==> src/rtl/if_fetch_queue.sv <==
// if_fetch_queue: instruction-fetch stage with a small prefetch queue.
// Generates sequential fetch PCs, reads instruction memory (one-cycle read
// latency), buffers {PC, instr} pairs, and presents the head entry to decode
// with Op/funct3/funct7 sliced out. A redirect from Execute flushes the queue.
//
// Ports:
//   clk, rst                 clock; synchronous active-low reset
//   imem_req/imem_addr       fetch request and word-aligned address
//   imem_rdata               read data, valid the cycle after imem_req
//   PCSrcE/PCTargetE         redirect from Execute and its target
//   StallD                   decode stall, holds the head entry
//   ValidD/InstrD/PCD/PCPlus4D  head entry presented to decode
//   Op/funct3/funct7         decoded fields of InstrD
//   count                    entries currently held in the queue
module if_fetch_queue #(
  parameter int unsigned DEPTH    = 4,
  parameter logic [31:0] RESET_PC = 32'h0000_0000
) (
  input  logic                       clk,
  input  logic                       rst,
  output logic                       imem_req,
  output logic [31:0]                imem_addr,
  input  logic [31:0]                imem_rdata,
  input  logic                       PCSrcE,
  input  logic [31:0]                PCTargetE,
  input  logic                       StallD,
  output logic                       ValidD,
  output logic [31:0]                InstrD,
  output logic [31:0]                PCD,
  output logic [31:0]                PCPlus4D,
  output logic [6:0]                 Op,
  output logic [2:0]                 funct3,
  output logic [6:0]                 funct7,
  output logic [$clog2(DEPTH):0]     count
);

  localparam int unsigned PtrW = $clog2(DEPTH);
  localparam int unsigned CntW = PtrW + 1;
  localparam logic [CntW-1:0] DepthC = CntW'(DEPTH);
  localparam logic [31:0] Nop = 32'h0000_0013;

  logic [31:0]     fetch_pc_q, fetch_pc_d;
  logic [PtrW-1:0] wr_ptr_q, wr_ptr_d;
  logic [PtrW-1:0] rd_ptr_q, rd_ptr_d;
  logic [CntW-1:0] count_q, count_d;
  logic            inflight_q, inflight_d;
  logic [31:0]     inflight_pc_q, inflight_pc_d;
  logic            squash_q, squash_d;

  logic [31:0] pc_mem_q    [DEPTH];
  logic [31:0] instr_mem_q [DEPTH];

  logic            valid;
  logic [CntW-1:0] credit;
  logic            req;
  logic            push;
  logic            pop;

  always_comb begin
    valid  = (count_q != '0);
    // An outstanding request already owns a slot; a same-cycle pop is not credited.
    credit = count_q + CntW'(inflight_q);
    req    = rst & ~PCSrcE & (credit < DepthC);
    push   = inflight_q & ~squash_q & ~PCSrcE;
    pop    = valid & ~StallD & ~PCSrcE;
  end

  always_comb begin
    fetch_pc_d    = fetch_pc_q;
    wr_ptr_d      = wr_ptr_q;
    rd_ptr_d      = rd_ptr_q;
    count_d       = count_q;
    inflight_d    = req;
    inflight_pc_d = req ? fetch_pc_q : inflight_pc_q;
    squash_d      = 1'b0;

    if (req) begin
      fetch_pc_d = fetch_pc_q + 32'd4;
    end

    if (PCSrcE) begin
      // Redirect wins over stall and pop; everything buffered is stale.
      fetch_pc_d = PCTargetE & ~32'h3;
      wr_ptr_d   = '0;
      rd_ptr_d   = '0;
      count_d    = '0;
      squash_d   = inflight_q;
    end else begin
      if (push) begin
        wr_ptr_d = wr_ptr_q + PtrW'(1);
      end
      if (pop) begin
        rd_ptr_d = rd_ptr_q + PtrW'(1);
      end
      unique case ({push, pop})
        2'b10:   count_d = count_q + CntW'(1);
        2'b01:   count_d = count_q - CntW'(1);
        default: count_d = count_q;
      endcase
    end
  end

  always_ff @(posedge clk) begin
    if (!rst) begin
      fetch_pc_q    <= RESET_PC;
      wr_ptr_q      <= '0;
      rd_ptr_q      <= '0;
      count_q       <= '0;
      inflight_q    <= 1'b0;
      inflight_pc_q <= '0;
      squash_q      <= 1'b0;
    end else begin
      fetch_pc_q    <= fetch_pc_d;
      wr_ptr_q      <= wr_ptr_d;
      rd_ptr_q      <= rd_ptr_d;
      count_q       <= count_d;
      inflight_q    <= inflight_d;
      inflight_pc_q <= inflight_pc_d;
      squash_q      <= squash_d;
    end
  end

  // Queue storage needs no reset: entries are only visible while count_q covers them.
  always_ff @(posedge clk) begin
    if (rst && push) begin
      pc_mem_q[wr_ptr_q]    <= inflight_pc_q;
      instr_mem_q[wr_ptr_q] <= imem_rdata;
    end
  end

  always_comb begin
    imem_req  = req;
    imem_addr = fetch_pc_q;
    ValidD    = valid;
    InstrD    = valid ? instr_mem_q[rd_ptr_q] : Nop;
    PCD       = valid ? pc_mem_q[rd_ptr_q] : 32'h0;
    PCPlus4D  = valid ? (pc_mem_q[rd_ptr_q] + 32'd4) : 32'h0;
    Op        = InstrD[6:0];
    funct3    = InstrD[14:12];
    funct7    = InstrD[31:25];
    count     = count_q;
  end

  push_not_full_a: assert property (@(posedge clk) disable iff (!rst)
    !(push && (count_q == DepthC)));

endmodule

==> config.mk <==
export PLATFORM = sky130hd
export DESIGN_NAME = if_fetch_queue
export DESIGN_NICKNAME = d
export VERILOG_FILES = /design/src/rtl/if_fetch_queue.sv
export SDC_FILE = /design/constraint.sdc
export NUM_CORES = 1
export LEC_CHECK = 0
export BUFFER_PORTS_ARGS = -buffer_cell sky130_fd_sc_hd__buf_4
export CAP_MARGIN = 5
export CORE_MARGIN = 5
export CORE_UTILIZATION = 50
export DETAILED_ROUTE_END_ITERATION = 6
export PLACE_DENSITY = 0.8
export SETUP_SLACK_MARGIN = 0.2
export SYNTH_ARGS = -nofsm -noshare
export SYNTH_HDL_FRONTEND = slang
export SYNTH_SLANG_ARGS = --single-unit
==> constraint.sdc <==
create_clock -name clk -period 3.6 [get_ports clk]
set_clock_uncertainty 0.2 [all_clocks]
set_input_delay 0.36 -clock clk [delete_from_list [all_inputs] [get_ports clk]]
set_output_delay 0.36 -clock clk [all_outputs]
set_load 0.01 [all_outputs]
Word-level counts from Yosys, hierarchy flattened
Memory sizes are Yosys's and may differ from the RTL's. A register that Yosys moved wholly into a read port is not among the register bits.
Cells that the tools add are included.
Storage, ports and cells
  output and inout bits: 150
  register bits after elaboration: 73
  word-level logic and storage cells: 48
  memories: 2
  RAM bits: 256
  bits of input ports: 68
Memory list
  instr_mem_q: words 4, width 32, read ports 1, clocked after Yosys merged registers in 1, wr ports 1, RTL line 51  | logic [31:0] instr_mem_q [DEPTH];
  pc_mem_q: words 4, width 32, read ports 1, clocked after Yosys merged registers in 1, wr ports 1, RTL line 50  | logic [31:0] pc_mem_q [DEPTH];
Operators by class
  add/sub/neg operators: 7
  multiplexer cells: 12
  magnitude comparators: 1
  reductions and logical operators: 6
  bitwise operators: 10
  equality and inequality tests: 2
Operator list (count)
  $mux W32: 5
  $add A32 B3 Y32 const B: 2
  $mux W2: 4
  $and A1 B1 Y1: 6
  $pmux W3 S2: 1
  $add A2 B1 Y2 const B: 2
  $not A1 Y1: 4
  $reduce_bool A2 Y1: 2
  $add A3 B1 Y3: 1
  $add A3 B1 Y3 const B: 1
  $lt A3 B3 Y1 const B: 1
  $reduce_bool A3 Y1: 1
  $sub A3 B1 Y3 const B: 1
  $eq A2 B1 Y1 const B: 1
  $eq A2 B2 Y1 const B: 1
  $mux W1: 2
  $reduce_and A2 Y1: 1
  $reduce_or A2 Y1: 1
  $logic_and A1 B1 Y1: 1

Longest topological paths before layout
  depth after elaboration: 6
  mapped depth: 9

Least setup slack after synthesis
Ideal clock, no wire load.
  kind: in2reg
  start point: input PCSrcE
  end point: memory instr_mem_q[1][0] (enable)
  slack: 294 ps
  stages on the path: 3
  data arrival time: 2679 ps
  path buffers: 1
  library setup time: 427 ps
  cell sequence: clkbuf_1 nor3b_1 and3_1
Between the ends
  word-level cells in the longest chain between the ends: 5
RTL lines
  start: declaration: RTL line 24  | input logic PCSrcE,
  $not A1 Y1: RTL line 64  | push = inflight_q & ~squash_q & ~PCSrcE;
  $and A1 B1 Y1: RTL line 64
  $logic_and A1 B1 Y1: RTL line 125  | if (rst && push) begin
  $mux W1: RTL line 125
  $mux W1 (implied by the code): RTL line 127  | instr_mem_q[wr_ptr_q] <= imem_rdata;
  end: declaration: RTL line 51
No other way between the ends.

==> impl_metrics.csv <==
group,metric,value,unit
cells_and_area,nFillCells,1806,
cells_and_area,fin_util,65.6,%
clocking,cts_made_buffers,34,
sta,min_period,3.58,ns
synthesis,synthSimpleGateAreaFrac,12.2,%
placed_design,post-place-cells,1440,
sta,setup_viol,0,
die,row_count,60,
placed_design,dp_hpwl,20.5,mm
min_path,hold_path.class,"in2reg",
worst_setup_path,cp.required,3.04,ns
synthesis,syn_area_per_cell,14.4,um^2
synthesis,synthesis.area,13500,um^2
grt,antenna_found_initial,0,
synthesis,synth_cell_types,58,
cells_and_area,stdcell_count,1594,
synthesis,ys_seq_elements,319,
synthesis,synthAdderAreaFrac,0.795,%
detailed_routing,vias,9018,
grt,grt_max_degree,63,
sta,whs,0.0329,ns
worst_setup_path,cp-end-kind,"primary output",
detailed_routing,dr.pass1.iters,5,
power,ir_drop,289,uV
die,die_w,175,um
synthesis,synth_compound_area_share,5.03,%
synthesis,synth_mux_area_share,10.9,%
cells_and_area,n_antenna_cell,0,
power,p_total,7.96,mW
worst_setup_path,cp-start-kind,"register",
die,dieArea,30500,um^2
worst_setup_path,critPathMaxFanout,10,
synthesis,synthCells,939,
detailed_routing,drt-total-wl,33.0,mm
clocking,clk_pin_slew_worst_paths,0.06,ns
clocking,insertion_delay,0.49,ns
grt,grt_pass1_vias,9161,
synthesis,synth_xor_area_share,1.88,%
synthesis,yosysSeqAreaShare,65.5,%
detailed_routing,avgViaCountPerCell,5.66,
status,outcome,"complete, no violations",
worst_setup_path,worstSetupPathType,"reg2out",
sta,slew-limit-headroom,46.8,%
sta,fin_crit_sh,99.5,%
cells_and_area,final_layout_size_suffix_gt1_share,33.1,%
clocking,root_buffer,"clkbuf_16",
power,power_density,452,nW/um^2
detailed_routing,wl_per_cell,20.7,um
placed_design,io_buffers,209,
die,ioPinCount,218,
synthesis,yosysWarnings,0,
cells_and_area,layout_common_cells,"edfxtp_1 (248), buf_4 (238), nand2_1 (87)",
detailed_routing,ant_nets,0,
clocking,cts_tree,"done",
die,floorplan.initialDensity,50.5,%
cells_and_area,fin_area,17600,um^2
cells_and_area,area_growth,29.9,%
clocking,clockBufferDepth,3,
cells_and_area,final_common_cell,"edfxtp_1",
clocking,cts.sinks,319,
sta,slew_viol_final,0,
sta,hold_viol,0,
placed_design,gp_congestion,0.797,
detailed_routing,first_iter_violations,684,
sta,rsz0062_at_grt,"true",
die,fp.dieH,175,um
grt,grt_overflow,0,
die,core,26800,um^2
sta,worstMarginPinSlew,0.796,ns
worst_setup_path,crit_arrival,3.02,ns
placed_design,post_dp_cell_area,15400,um^2
grt,grtUsageTotal,21.0,%
cells_and_area,nets,1304,
grt,grt_pass1_wl,51.3,mm
clocking,cts_max_level,2,
job,cap_viol_max_count,0,
detailed_routing,drc,0,
power,power_leakage,6.20,nW
synthesis,synth_top_family_by_area,"simple AND/OR/NAND/NOR gates",
sta,clock.fmax,0.279,GHz
==> timing repair <==
action / CTS / global route
cloned: 2 / 0
setup buffers: 18 / 9
gates resized for setup: 30 / 30
hold buffers: 64 / 0
pin swaps: 10 / 15
setup endpoints to repair: 14 / 14
endpoints found under the hold margin: 157 / 0
==> sequential cells by signal, summed over array words and instances (netlist names), named ones only <==
name and count:
count 3, imem_addr 30, inflight_pc_q 30, inflight_q 1, instr_mem_q 128, pc_mem_q 120
rd_ptr_q 2, squash_q 1, wr_ptr_q 2
==> logic make-up (layout without fill, tap and decap cells) <==
kind of cell | after synthesis | after routing
compound gates | 112 | 112
xor+xnor | 29 | 29
fa+ha+maj | 8 | 8
buf+inv | 91 | 399
flops | 319 | 319
mux | 66 | 66
other cells | 1 | 6
simple gates | 313 | 314
==> metrics by stage <==
step                      TNS (ns)  setup WS, ns
after floorplan                  0         0.294
after global placement           0         0.270
after detailed placement         0         0.236
after CTS                        0        0.0212
after global routing        -0.108       -0.0454
final                            0        0.0169
==> where the power goes <==
| group | switching [mW] | total (mW) | leakage, nW | internal, mW |
|---|---|---|---|---|
| registers | 0.0580 | 4.06 | 2.79 | 4.00 |
| clock network | 1.37 | 3.52 | 0.549 | 2.15 |
| logic | 0.184 | 0.380 | 2.86 | 0.196 |
| total | 1.61 | 7.96 | 6.20 | 6.35 |
==> area by class of cell <==
cell class / count / area (um^2) / share of cell area, %
Inverter: 16 / 60.1 / 0.341
Clock inverter: 19 / 233 / 1.32
Tap cell: 341 / 427 / 2.43
Sequential cell: 319 / 8880 / 50.5
Clock buffer: 42 / 902 / 5.13
Timing Repair Buffer: 322 / 2740 / 15.6
Multi-Input combinational cell: 535 / 4350 / 24.7
==> worst paths after layout <==
| path | startpoint | to | slack (ns) | cells past startpoint |
|---|---|---|---|---|
| worst max-delay path | register | PCPlus4D[26] | 0.02 | 7 |
| worst min-delay path | PCTargetE[20] | imem_addr[20] | 0.03 | 3 |
| worst max register to register | imem_addr[2] | imem_addr[12] | 0.72 | 7 |
| worst min register to register | inflight_q | squash_q | 0.30 | 1 |
==> critical path, stage by stage, from the launching register on <==
cell	delay [ns]
dfxtp_4	0.39
buf_12	0.16
mux4_2	0.40
nand4_4	0.13
or4_4	0.59
or3b_4	0.40
mux2_4	0.33
buf_6	0.13
==> routing by layer <==
| metal | track usage, % | up-vias | wire (um) |
|---|---|---|---|
| met3 | 4.52 | 56 | 2430 |
| met4 | 5.11 | 0 | 698 |
| li1 | - | 4136 | - |
| met1 | 29.1 | 4421 | 14000 |
| met2 | 34.5 | 405 | 15900 |
| met5 | 0 | - | 0 |
==> synth_stat cells (all sizes together) <==
cell type / number / share of area, %
nand2: 88 / 2.4
edfxtp: 248 / 55
a311oi: 8 / 0.52
buf: 39 / 2.1
and2: 63 / 2.9
a32oi: 1 / 0.065
and3: 13 / 0.60
nand4: 24 / 1.3
and4: 6 / 0.39
a21oi: 51 / 1.9
mux2: 4 / 0.36
a2bb2oi: 1 / 0.065
a311o: 1 / 0.074
fa: 1 / 0.15
nand3b: 1 / 0.055
o22ai: 1 / 0.046
nor3b: 2 / 0.11
nor4b: 1 / 0.065
o211a: 4 / 0.30
nor2: 49 / 1.4
clkbuf: 36 / 1.1
nor3: 10 / 0.37
mux4: 62 / 11
or2: 4 / 0.18
o21ai: 23 / 0.85
a41oi: 2 / 0.13
or4: 4 / 0.25
o221ai: 1 / 0.065
nand3: 20 / 0.81
o311ai: 2 / 0.13
xor2: 14 / 0.91
xnor2: 15 / 0.97
or3b: 2 / 0.13
inv: 16 / 0.44
or3: 23 / 1.1
conb: 1 / 0.028
ha: 7 / 0.65
o21a: 1 / 0.055
o31ai: 2 / 0.11
nor4: 3 / 0.14
a31oi: 6 / 0.28
o31a: 2 / 0.13
dfxtp: 71 / 11
a211oi: 6 / 0.33
Power figures use the tool's default switching activity.
